[src/rtl/matmul_ctrl.sv]
// matmul_ctrl -- sequencing controller for the N x N matrix-multiply datapath.
//
// Walks every result element C[i][j] in row-major order. Per element: clear
// the MAC accumulator, issue N operand address pairs, let the last product
// land, strobe the final data register, write C and collect resultIsInvalid.
//
// Parameters
//   N           matrix dimension (2..15)
//   ADDR_WIDTH  operand/result address width, 2**ADDR_WIDTH >= N*N
//
// Ports
//   clk            rising-edge clock
//   reset_n        asynchronous active-low reset
//   start          begin a multiply (sampled only in IDLE)
//   abort          synchronous cancel, honoured in every state
//   result_invalid resultIsInvalid from the final data register (WRITE cycle)
//   busy           high in every state except IDLE
//   done           one-cycle completion pulse
//   addr_a/addr_b  operand read addresses i*N+k / k*N+j (0 outside ISSUE)
//   mac_clr        clear accumulator
//   mac_en         accumulate current operand product (issue delayed by 1)
//   en_FDReg       final data register capture strobe
//   wr_en/addr_c   C memory write strobe / address i*N+j (0 outside WRITE)
//   err_any        sticky: at least one element was invalid in this run
//   err_cnt        saturating invalid-element count
//
// Build option
//   MATMUL_CTRL_ERRCNT_EN  when defined, err_cnt counts invalid elements;
//                          otherwise err_cnt is tied to 0.

module matmul_ctrl #(
    parameter int N          = 3,
    parameter int ADDR_WIDTH = 4
) (
    input  logic                  clk,
    input  logic                  reset_n,
    input  logic                  start,
    input  logic                  abort,
    input  logic                  result_invalid,
    output logic                  busy,
    output logic                  done,
    output logic [ADDR_WIDTH-1:0] addr_a,
    output logic [ADDR_WIDTH-1:0] addr_b,
    output logic                  mac_clr,
    output logic                  mac_en,
    output logic                  en_FDReg,
    output logic                  wr_en,
    output logic [ADDR_WIDTH-1:0] addr_c,
    output logic                  err_any,
    output logic [ADDR_WIDTH:0]   err_cnt
);

    typedef enum logic [2:0] {
        S_IDLE,
        S_CLEAR,
        S_ISSUE,
        S_DRAIN,
        S_CAPTURE,
        S_WRITE,
        S_DONE
    } state_t;

    localparam logic [ADDR_WIDTH-1:0] DIM  = ADDR_WIDTH'(N);
    localparam logic [ADDR_WIDTH-1:0] LAST = ADDR_WIDTH'(N - 1);

    state_t                state;
    state_t                state_next;
    logic [ADDR_WIDTH-1:0] i;
    logic [ADDR_WIDTH-1:0] j;
    logic [ADDR_WIDTH-1:0] k;
    logic                  issuing;
    logic                  writing;
    logic                  accept;

    assign issuing = (state == S_ISSUE);
    assign writing = (state == S_WRITE);
    assign accept  = (state == S_IDLE) && start && !abort;

    // State register
    always_ff @(posedge clk or negedge reset_n) begin
        if (!reset_n) begin
            state <= S_IDLE;
        end else begin
            state <= state_next;
        end
    end

    // Next-state logic
    always_comb begin
        state_next = state;
        unique case (state)
            S_IDLE:    if (start) state_next = S_CLEAR;
            S_CLEAR:   state_next = S_ISSUE;
            S_ISSUE:   if (k == LAST) state_next = S_DRAIN;
            S_DRAIN:   state_next = S_CAPTURE;
            S_CAPTURE: state_next = S_WRITE;
            S_WRITE:   state_next = (i == LAST && j == LAST) ? S_DONE : S_CLEAR;
            S_DONE:    state_next = S_IDLE;
            default:   state_next = S_IDLE;
        endcase
        // abort wins over everything, including start in IDLE
        if (abort) begin
            state_next = S_IDLE;
        end
    end

    // Element / operand indices
    always_ff @(posedge clk or negedge reset_n) begin
        if (!reset_n) begin
            i <= '0;
            j <= '0;
            k <= '0;
        end else if (abort && state != S_IDLE) begin
            i <= '0;
            j <= '0;
            k <= '0;
        end else begin
            unique case (state)
                S_CLEAR: k <= '0;
                S_ISSUE: k <= k + 1'b1;
                S_WRITE: begin
                    if (j == LAST) begin
                        j <= '0;
                        i <= i + 1'b1;
                    end else begin
                        j <= j + 1'b1;
                    end
                end
                S_DONE: begin
                    i <= '0;
                    j <= '0;
                end
                default: ;
            endcase
        end
    end

    // Operand data arrives one cycle after its address, so the accumulate
    // strobe trails the issue phase by one register stage.
    always_ff @(posedge clk or negedge reset_n) begin
        if (!reset_n) begin
            mac_en <= 1'b0;
        end else begin
            mac_en <= issuing && !abort;
        end
    end

    // Sticky error flag: cleared when a run is accepted, held across abort.
    always_ff @(posedge clk or negedge reset_n) begin
        if (!reset_n) begin
            err_any <= 1'b0;
        end else if (accept) begin
            err_any <= 1'b0;
        end else if (writing && !abort && result_invalid) begin
            err_any <= 1'b1;
        end
    end

`ifdef MATMUL_CTRL_ERRCNT_EN
    always_ff @(posedge clk or negedge reset_n) begin
        if (!reset_n) begin
            err_cnt <= '0;
        end else if (accept) begin
            err_cnt <= '0;
        end else if (writing && !abort && result_invalid && err_cnt != '1) begin
            err_cnt <= err_cnt + 1'b1;
        end
    end
`else
    assign err_cnt = '0;
`endif

    assign busy     = (state != S_IDLE);
    assign done     = (state == S_DONE);
    assign mac_clr  = (state == S_CLEAR);
    assign en_FDReg = (state == S_CAPTURE);
    assign wr_en    = writing;
    assign addr_a   = issuing ? (i * DIM + k) : '0;
    assign addr_b   = issuing ? (k * DIM + j) : '0;
    assign addr_c   = writing ? (i * DIM + j) : '0;

endmodule

[config.mk]
export PLATFORM = sky130hd
export DESIGN_NAME = matmul_ctrl
export DESIGN_NICKNAME = d
export VERILOG_FILES = /design/src/rtl/matmul_ctrl.sv
export SDC_FILE = /design/constraint.sdc
export NUM_CORES = 1
export LEC_CHECK = 0
export BUFFER_PORTS_ARGS = -buffer_cell sky130_fd_sc_hd__buf_4
export CAP_MARGIN = 20
export CELL_PAD_IN_SITES_DETAIL_PLACEMENT = 1
export CELL_PAD_IN_SITES_GLOBAL_PLACEMENT = 2
export CORE_MARGIN = 2
export CORE_UTILIZATION = 36
export DETAILED_ROUTE_END_ITERATION = 7
export GPL_TIMING_DRIVEN = 1
export PLACE_DENSITY = 0.93
export SYNTH_ARGS = -nofsm -noshare
export SYNTH_HDL_FRONTEND = slang
export SYNTH_SLANG_ARGS = --single-unit
[constraint.sdc]
create_clock -name clk -period 3.1 [get_ports clk]
set_clock_uncertainty 0.05 [all_clocks]
set_input_delay 0 -clock clk [delete_from_list [all_inputs] [get_ports clk]]
set_output_delay 0 -clock clk [all_outputs]
set_load 0.02 [all_outputs]
**After elaboration in Yosys (flattened, before gate mapping)**

Cells that the tools add are included.

- Memory bits (read-only): 0
- Bits in latches: 0
- Bits in writable memories: 0
- Input port bits: 5
- Memories: 0
- Logic and storage cells: 59
- Register bits: 17

- Equal/unequal tests: 12
- Magnitude comparators: 0
- Bitwise operators: 0
- $add $sub $neg: 6
- Multiply operators: 2
- Div/mod/pow operators: 0
- Shifts and indexed selects: 0
- Reductions and logical operators: 15
- Mux-type cells: 18

Operators by type and width:

| operator | number |
|---|---|
| 4-bit two-way mux | 8 |
| 4-bit case mux with 2 select lines | 3 |
| 3-bit case mux with 6 select lines | 1 |
| 4-bit by 1-bit adder with 4-bit output (second input constant) | 3 |
| 4-bit adder | 3 |
| 4-bit by 2-bit == test with 1-bit output (second input constant) | 3 |
| 3-bit two-way mux | 4 |
| 3-bit == test (second input constant) | 3 |
| 3-bit nonzero test | 3 |
| 4-bit by 2-bit multiplier with 4-bit output (second input constant) | 2 |
| 1-bit logical AND | 7 |
| 3-bit by 2-bit == test with 1-bit output (second input constant) | 2 |
| 2-bit AND reduction | 2 |
| 3-bit by 1-bit == test with 1-bit output (second input constant) | 1 |
| 3-bit logical NOT | 1 |
| 3-bit by 1-bit inequality test with 1-bit output (second input constant) | 1 |
| 3-bit by 2-bit inequality test with 1-bit output (second input constant) | 1 |
| 3-bit inequality test (second input constant) | 1 |
| 1-bit two-way mux | 2 |
| 2-bit nonzero test | 1 |
| 1-bit logical NOT | 1 |

**Longest topological paths before layout**

Gate-level depths: netlist of run 1.

- Depth after elaboration: 5
- Gate-level depth with buffers: 8
- Mapped depth without buffers: 8

**Worst setup path before layout of run 1**

Ideal clock, no wire load.

- Path kind: flip-flop to output port
- From: register k[0]
- To: output addr_b[3]
- Data arrival time: 2071 ps
- Path slack: 979 ps
- Stages on the path, launching flop included: 8
- Path buffers: 0
- Path through: dfrtp_1 -> fa_1 -> ha_1 -> inv_1 -> fa_1 -> xnor2_1 -> xnor2_1 -> nor2_1

- Cells in the longest elaborated chain, start to end: 3

RTL lines:

| what | line | RTL |
|---|---|---|
| start: declaration | 70 | `logic [ADDR_WIDTH-1:0] k;` |
| start signal: assignment | 120 | `S_ISSUE: k <= k + 1'b1;` |
| 4-bit by 2-bit multiplier with 4-bit output | 179 | `assign addr_b = issuing ? (k * DIM + j) : '0;` |
| 4-bit adder | 179 |  |
| 4-bit two-way mux | 179 |  |
| end: declaration | 43 | `output logic [ADDR_WIDTH-1:0] addr_b,` |

No other way between the ends.

**Worst setup path in the final report of run 1**

Ends and elaborated chain as after synthesis.

==> parameters.txt, run 1 <==
Parameter                              Value

Logic synthesis
  Share of synthesized registers carrying an async set or reset    100%
  Synth top cells by count    sky130_fd_sc_hd__inv_1, sky130_fd_sc_hd__ha_1, sky130_fd_sc_hd__nor2_1, sky130_fd_sc_hd__dfrtp_1, sky130_fd_sc_hd__a21oi_1
  Primary FF master, synth    sky130_fd_sc_hd__dfrtp_1
  Top cells by area in the synthesized netlist    sky130_fd_sc_hd__dfrtp_1, sky130_fd_sc_hd__ha_1, sky130_fd_sc_hd__fa_1
  Sequential cell area fraction in the yosys report    27.3%
  Cell type with the highest aggregate area in the netlist    sky130_fd_sc_hd__dfrtp_1
  Most common cell in the netlist    sky130_fd_sc_hd__inv_1
  Count of different cell masters after synthesis    42
  Number of synthesized register bits    17
  Post-Syn Area per Cell    8.87 um^2
  Area share of the largest cell type after synthesis    27.3%
  Gate Count Post-Synth    176
  Synthesized cell area    1560 um^2
  Syn. warnings    0
  Number of enable-type register cells in the synthesized netlist    0

Detailed routing
  Average wire per standard cell    17.5 um
  DRC errors left    0
  DRC violation total after the first TritonRoute iteration    32
  Aggregate routed wire length    4.36 mm
  Vias per cell    5.36
  Count of nets left with antenna violations after detail routing    0
  1st-pass router iterations    4
  Vias after detailed routing    1335

Worst setup path
  Endpoint type of the worst setup path    output port
  Standard cell with the maximum stage delay on the critical path    sky130_fd_sc_hd__fa_1
  Maximum fanout along the worst path    10
  Required time of the worst setup path    3.05 ns
  Slowest cell delay on critical path    0.56 ns
  Setup Crit Path Kind    reg -> out
  CP cell instances    fa_1 -> ha_1 -> inv_1 -> fa_1 -> xnor2_1 -> xnor2_1 -> nor2_1 -> buf_4
  CP startpoint kind    flop
  Kind of cell with the highest combined delay on the critical path    adder cells
  Data arrival time at the worst-slack endpoint    2.49 ns
  Buffer and inverter count on the worst path    2

Timing
  Unrepaired setup endpoints after global routing    no
  Worst slack on hold paths    0.0215 ns
  Worst slew slack as a fraction of its limit    56.0%
  Total negative slack for setup checks    0 ns
  Final number of hold-violating endpoints    0
  Fin crit share    81.8%
  Max-slew violation count    0
  Achievable Freq    394 MHz
  Crit path time final    2.54 ns
  Setup violations, final    0
  Transition at the pin with the smallest max-transition slack    0.659 ns
  Setup ws final    0.563 ns

Global routing
  Pin count of the biggest net entering global routing    18
  Total GRT Usage    19.2%
  Antenna violations before repair    0
  Wire length of the first global-routing pass    7.41 mm
  Overflow left after global routing    0
  Via count of the first global-routing pass    1483

Place
  Placed wire-length estimate    3.32 mm
  Worst slack at placement    0.836 ns
  GPL Wtd Cong    0.761
  Count of input and output buffers    23

Clock network
  Maximum buffer depth of the clock tree    2
  Clock tree root buffer cell    sky130_fd_sc_hd__clkbuf_8
  Skew-Pair Late Insertion Delay    0.26 ns
  Total CTS buffers    3
  Number of H-tree levels    1
  Clock input transition at the sequential cells of the worst setup and hold paths    0.07 ns
  Clock net sink count    17
  Clock tree from TritonCTS    done
  Cells resized by post-CTS repair    0
  Setup repair bufs after CTS    0

Power
  PD cells    440 nW/um^2
  Worst supply voltage drop on vdd    0.244 mV
  Pleak    0.909 nW

Floorplan
  Boundary Pins    29
  Row cnt    23
  Area of the die    4880 um^2
  Die Y-Extent    69.8 um
  Starting density of the core    38.2%
  Core region area    4090 um^2
  Die outline width    69.8 um

Status
  Result of the run    complete, no violations

Layout
  Number of nets at the end of the flow    229
  Area added between synthesis and finish    16.0%
  Antenna Cells    0
  Layout cell share with drive strength beyond 1    17.1%

Worst hold path
  Worst min-delay path class    in -> reg

Flow run
  Maximum Capacitance Violations    0
==> registers in the layout, summed over array words and instances, names as in the netlist <==
name,flops
err_any,1
i,4
j,4
k,4
mac_en,1
state,3
==> worst register-to-register path, stage by stage, from the launching register on <==
cell and delay, ns:
sky130_fd_sc_hd__dfrtp_1 0.66, sky130_fd_sc_hd__inv_1 0.29, sky130_fd_sc_hd__o22ai_1 0.57, sky130_fd_sc_hd__o32ai_1 0.19
==> power by group <==
part / switching, mW / internal, mW
clock: 0.0828 / 0.0916
sequential: 0.0690 / 0.243
combinational: 0.189 / 0.119
total: 0.341 / 0.454
==> per-stage QoR <==
step                      cells  area, um^2  power, mW  util (%)
after global placement      242        1730      0.589      42.4
after detailed placement    242        1730      0.618      42.4
after floorplan             180        1580      0.505         -
after global routing        249        1810      0.860      44.3
final                       249        1810      0.795      44.3
after CTS                   249        1810      0.802      44.3
==> worst paths after layout <==
path | startpoint | cells after the start | slack (ns) | endpoint
min reg2reg | err_any | 2 | 0.53 | err_any
max in group asynchronous | reset_n | 2 | 2.71 | j[2]
max reg2reg | state[1] | 3 | 1.17 | i[1]
min | result_invalid | 3 | 0.02 | err_any
min in group asynchronous | reset_n | 2 | 0.09 | state[2]
max | k[0] | 8 | 0.56 | addr_b[3]
==> logic make-up (layout without fill, tap and decap cells) <==
| kind of cell | after synthesis | in the layout | synth area share, % |
|---|---|---|---|
| other | 1 | 5 | 0.240 |
| AO/OA/AOI/OAI | 37 | 37 | 14.8 |
| adder cells (fa/ha/maj) | 24 | 24 | 22.1 |
| AND/OR/NAND/NOR | 53 | 53 | 18.6 |
| flip-flops | 17 | 17 | 27.3 |
| XOR/XNOR | 13 | 13 | 7.30 |
| buffers and inverters | 31 | 50 | 9.70 |
==> cell type report <==
| type | instances | area [um^2] |
|---|---|---|
| Clock buffer | 4 | 45.0 |
| Fill cell | 499 | 2280 |
| Sequential cell | 17 | 425 |
| Multi-Input combinational cell | 132 | 998 |
| Timing Repair Buffer | 26 | 203 |
| Tap cell | 50 | 62.6 |
| Inverter | 20 | 75.1 |
==> repair_timing <==
action	in CTS	in global routing
hold buffers	3	0
hold endpoints to repair	22	0
endpoints found under the setup margin	0	0
==> cells in the final DEF, fill, tap and decap left out, types with 2 or more instances in the layout <==
master,synthesis,final
sky130_fd_sc_hd__nand2b_1,2,2
sky130_fd_sc_hd__clkbuf_8,0,3
sky130_fd_sc_hd__o22ai_1,3,3
sky130_fd_sc_hd__and3_1,5,5
sky130_fd_sc_hd__o21ai_0,6,6
sky130_fd_sc_hd__buf_4,7,23
sky130_fd_sc_hd__inv_1,19,19
sky130_fd_sc_hd__dlygate4sd3_1,0,3
sky130_fd_sc_hd__nand3_1,5,5
sky130_fd_sc_hd__ha_1,18,18
sky130_fd_sc_hd__a31oi_1,2,2
sky130_fd_sc_hd__dfrtp_1,17,17
sky130_fd_sc_hd__a21oi_1,14,14
sky130_fd_sc_hd__or2_2,2,2
sky130_fd_sc_hd__a21o_1,2,2
sky130_fd_sc_hd__nand2_1,7,7
sky130_fd_sc_hd__fa_1,6,6
sky130_fd_sc_hd__conb_1,1,5
sky130_fd_sc_hd__xnor2_1,8,8
sky130_fd_sc_hd__xor2_1,5,5
sky130_fd_sc_hd__nor2_1,18,18
sky130_fd_sc_hd__o32ai_1,4,4
sky130_fd_sc_hd__nor3_1,4,4
==> per-layer routing <==
| layer | global-route usage [%] | vias up | part of all wire (%) |
|---|---|---|---|
| li1 | - | 631 | - |
| met1 | 24.3 | 671 | 45 |
| met2 | 33.0 | 26 | 51 |
| met3 | 2.47 | 7 | 2.9 |
| met4 | 7.48 | 0 | 1.5 |
| met5 | 0 | - | 0 |
Power figures use the tool's default switching activity.
==> run 2, diff against run 1 <==
--- a/config.mk
+++ b/config.mk
@@ -5,15 +5,16 @@
 export SDC_FILE = /design/constraint.sdc
 export NUM_CORES = 1
 export LEC_CHECK = 0
+export ABC_AREA = 1
 export BUFFER_PORTS_ARGS = -buffer_cell sky130_fd_sc_hd__buf_4
 export CAP_MARGIN = 20
 export CELL_PAD_IN_SITES_DETAIL_PLACEMENT = 1
 export CELL_PAD_IN_SITES_GLOBAL_PLACEMENT = 2
 export CORE_MARGIN = 2
-export CORE_UTILIZATION = 36
+export CORE_UTILIZATION = 29
 export DETAILED_ROUTE_END_ITERATION = 7
 export GPL_TIMING_DRIVEN = 1
-export PLACE_DENSITY = 0.93
+export PLACE_DENSITY = 0.85
 export SYNTH_ARGS = -nofsm -noshare
 export SYNTH_HDL_FRONTEND = slang
 export SYNTH_SLANG_ARGS = --single-unit
==> constraint.sdc (replaced) <==
create_clock -name clk -period 2.15 [get_ports clk]
set_clock_uncertainty 0.05 [all_clocks]
set_input_delay 0 -clock clk [delete_from_list [all_inputs] [get_ports clk]]
set_output_delay 0 -clock clk [all_outputs]
set_load 0.02 [all_outputs]
==> run 2 against run 1 <==
The flow now finishes with violations (negative setup slack); die area is 33% higher; utilization is 5.6 points lower; wire length is 3.4% higher; sequential share of layout area is 3.7 points lower; via count is 17% higher; clock power is 47% higher; synthesized cell count is 31% higher; register-to-register slack worse by 0.51 ns; area after synthesis is 9.1% higher; critical endpoint unchanged; largest cell class unchanged; largest power group unchanged.
==> parameters.txt, run 2 <==
Parameter                              Value

Status
  Result of the run    finished, violations left
  Violations in the final reports    negative setup slack

Clock network
  Clock net sink count    17
  Number of H-tree levels    1
  Maximum buffer depth of the clock tree    2
  Total CTS buffers    3
  Clock tree root buffer cell    sky130_fd_sc_hd__clkbuf_8
  Clock input transition at the sequential cells of the worst setup and hold paths    0.07 ns
  Skew-Pair Late Insertion Delay    0.25 ns
  Clock tree from TritonCTS    done

Power
  Pleak    1.11 nW
  Cell internal pwr    0.564 mW
  Part of the power in the clock network    28.8%
  Sequential cell fraction of total power    41.1%
  PD cells    410 nW/um^2
  Net switching component of the power    0.320 mW
  Worst supply voltage drop on vdd    0.258 mV
  Combinational power share    30.1%
  Switching power share of the total    36.2%
  Total power of the final layout    0.884 mW

Detailed routing
  Vias per cell    4.61
  Average wire per standard cell    13.2 um
  Count of nets left with antenna violations after detail routing    0
  DRC violation total after the first TritonRoute iteration    29
  DRC errors left    0
  Vias after detailed routing    1568
  Aggregate routed wire length    4.50 mm
  1st-pass router iterations    4

Layout
  Layout cell share with drive strength beyond 1    29.1%
  Finished layout cell area    2150 um^2
  Number of nets at the end of the flow    298
  Count of non-filler cells in the finished layout    340
  Multi-input gate area in the final layout    1120 um^2
  FF+latch area    427 um^2
  Area added between synthesis and finish    26.5%
  Antenna Cells    0
  Commonest non-fill, non-tap cell in the layout    sky130_fd_sc_hd__nand2_1
  Highest-count cells in the layout ignoring fill and taps    sky130_fd_sc_hd__nand2_1, sky130_fd_sc_hd__buf_4, sky130_fd_sc_hd__inv_1
  Largest registers    i: 4 flops, j: 4 flops, k: 4 flops
  Number of fill cells in the layout    713

Floorplan
  Die outline width    80.6 um
  Starting density of the core    30.5%
  Area of the die    6500 um^2
  Row cnt    27
  Boundary Pins    29
  Core region area    5570 um^2
  Die Y-Extent    80.6 um

Worst setup path
  Endpoint type of the worst setup path    output port
  Required time of the worst setup path    2.10 ns
  Endpoint of the worst register-to-register path    j[1]
  Reg-to-Reg Start    j[0]
  Data arrival time at the worst-slack endpoint    2.36 ns
  Capturing element of the worst setup path    addr_b[3]
  Worst setup path startpoint    k[0]
  CP startpoint kind    flop
  Register-to-register setup slack    0.66 ns
  R2R cell count    7
  Maximum fanout along the worst path    2
  Setup Crit Path Kind    reg -> out

Global routing
  Total GRT Usage    15.6%
  Pin count of the biggest net entering global routing    18
  Wire length of the first global-routing pass    7.76 mm
  Via count of the first global-routing pass    1652
  Antenna violations before repair    0
  Overflow left after global routing    0

Timing
  Total negative slack for setup checks    -0.662 ns
  Fin crit share    112%
  Setup violations, final    5
  Unrepaired setup endpoints after global routing    yes
  Setup ws final    -0.261 ns
  Max-slew violation count    0
  Achievable Freq    415 MHz
  Final number of hold-violating endpoints    0
  Crit path time final    2.41 ns

Logic synthesis
  Synthesized cell area    1700 um^2
  Sequential cell area fraction in the yosys report    25.0%
  Post-Syn Area per Cell    7.37 um^2
  Most common cell in the netlist    sky130_fd_sc_hd__nand2_1
  Gate Count Post-Synth    231
  Primary FF master, synth    sky130_fd_sc_hd__dfrtp_1
  Top cells by area in the synthesized netlist    sky130_fd_sc_hd__dfrtp_1, sky130_fd_sc_hd__ha_1, sky130_fd_sc_hd__nand2_1
  Area share of the largest cell type after synthesis    25.0%
  Number of synthesized register bits    17
  Syn. warnings    0
  Count of different cell masters after synthesis    30
  Share of synthesized registers carrying an async set or reset    100%
  Synth top cells by count    sky130_fd_sc_hd__nand2_1, sky130_fd_sc_hd__inv_1, sky130_fd_sc_hd__nor2_1, sky130_fd_sc_hd__ha_1
  Cell type with the highest aggregate area in the netlist    sky130_fd_sc_hd__dfrtp_1
  Number of enable-type register cells in the synthesized netlist    0

Flow run
  Maximum Capacitance Violations    0

Worst hold path
  Worst Min Path Start    start
  Worst min-delay path class    in -> reg

Place
  Placed standard-cell area    1970 um^2
  Placed wire-length estimate    3.58 mm
  Worst slack at placement    -0.0103 ns
  GPL Wtd Cong    0.816
  Number of cells in the design after placement    329
  Count of input and output buffers    23
==> run 2: cell count changes after synthesis, moves of 7 or more <==
| cell | before | now |
|---|---|---|
| sky130_fd_sc_hd__a21oi_1 | 14 | 6 |
| sky130_fd_sc_hd__inv_1 | 19 | 32 |
| sky130_fd_sc_hd__inv_2 | 1 | 9 |
| sky130_fd_sc_hd__nand2_1 | 7 | 51 |
| sky130_fd_sc_hd__nand3_1 | 5 | 17 |
| sky130_fd_sc_hd__nand4_1 | 1 | 8 |
| sky130_fd_sc_hd__nor2_1 | 18 | 26 |
==> run 2: cell families after synthesis <==
logic type / after synthesis / share of synthesized area (%)
simple gates: 115 / 32.0
buf+inv: 53 / 14.1
fa+ha+maj: 24 / 20.3
flops: 17 / 25.0
compound gates: 14 / 4.78
xor+xnor: 7 / 3.60
other cells: 1 / 0.220
==> run 2: per-layer routing <==
layer  vias up  track usage, %  share of wire [%]
met2        28            28.0                 51
met3         4            1.46                3.2
li1        777               -                  -
met5         -               0                  0
met1       759            19.5                 45
met4         0            5.08                1.2
==> run 2: worst min-delay path by stage <==
stage                         end  cells after the start  slack [ns]
after global placement    err_any                      1       -0.17
after detailed placement  err_any                      1       -0.16
after floorplan           err_any                      0       -0.35
final                     err_any                      4        0.04
after CTS                 err_any                      4        0.04
after global routing      err_any                      4        0.09
==> run 2: timing repair <==
item,4_1_cts,5_1_grt
gates cloned,0,0
pin swaps,5,9
hold buffers,3,0
setup endpoints to repair,6,8
resized for setup,7,11
endpoints found under the hold margin,21,0
setup buffers,2,2
==> run 2: cell type report <==
| type | count | share of cell area [%] |
|---|---|---|
| repair buffers | 39 | 14.5 |
| multi-input cells | 165 | 51.9 |
| clock buffers | 4 | 2.09 |
| flip-flops and latches | 17 | 19.8 |
| well taps | 72 | 4.18 |
| inverters | 43 | 7.55 |
==> run 2: worst max-delay path, cell delays in order, from the launching register on <==
cell                      delay [ns]
sky130_fd_sc_hd__dfrtp_1        0.40
sky130_fd_sc_hd__fa_1           0.55
sky130_fd_sc_hd__ha_2           0.17
sky130_fd_sc_hd__inv_2          0.04
sky130_fd_sc_hd__fa_2           0.40
sky130_fd_sc_hd__xnor2_2        0.14
sky130_fd_sc_hd__nand2_1        0.08
sky130_fd_sc_hd__a21oi_2        0.18
sky130_fd_sc_hd__buf_6          0.15
==> run 2: power groups by stage <==
stage          registers, mW  clock network (mW)  logic, mW
6_report               0.363               0.255      0.266
2_1_floorplan          0.366                   0      0.190
4_1_cts                0.364               0.263      0.270
3_3_place_gp           0.369                   0      0.256
5_1_grt                0.368               0.271      0.303
3_5_place_dp           0.370                   0      0.262
==> run 2: metrics by stage <==
step | hold slack, ns | util (%)
after floorplan | -0.346 | -
final | 0.0384 | 38.7
after global routing | 0.0893 | 38.7
after detailed placement | -0.162 | 35.4
after global placement | -0.165 | 35.4
after CTS | 0.0433 | 37.7
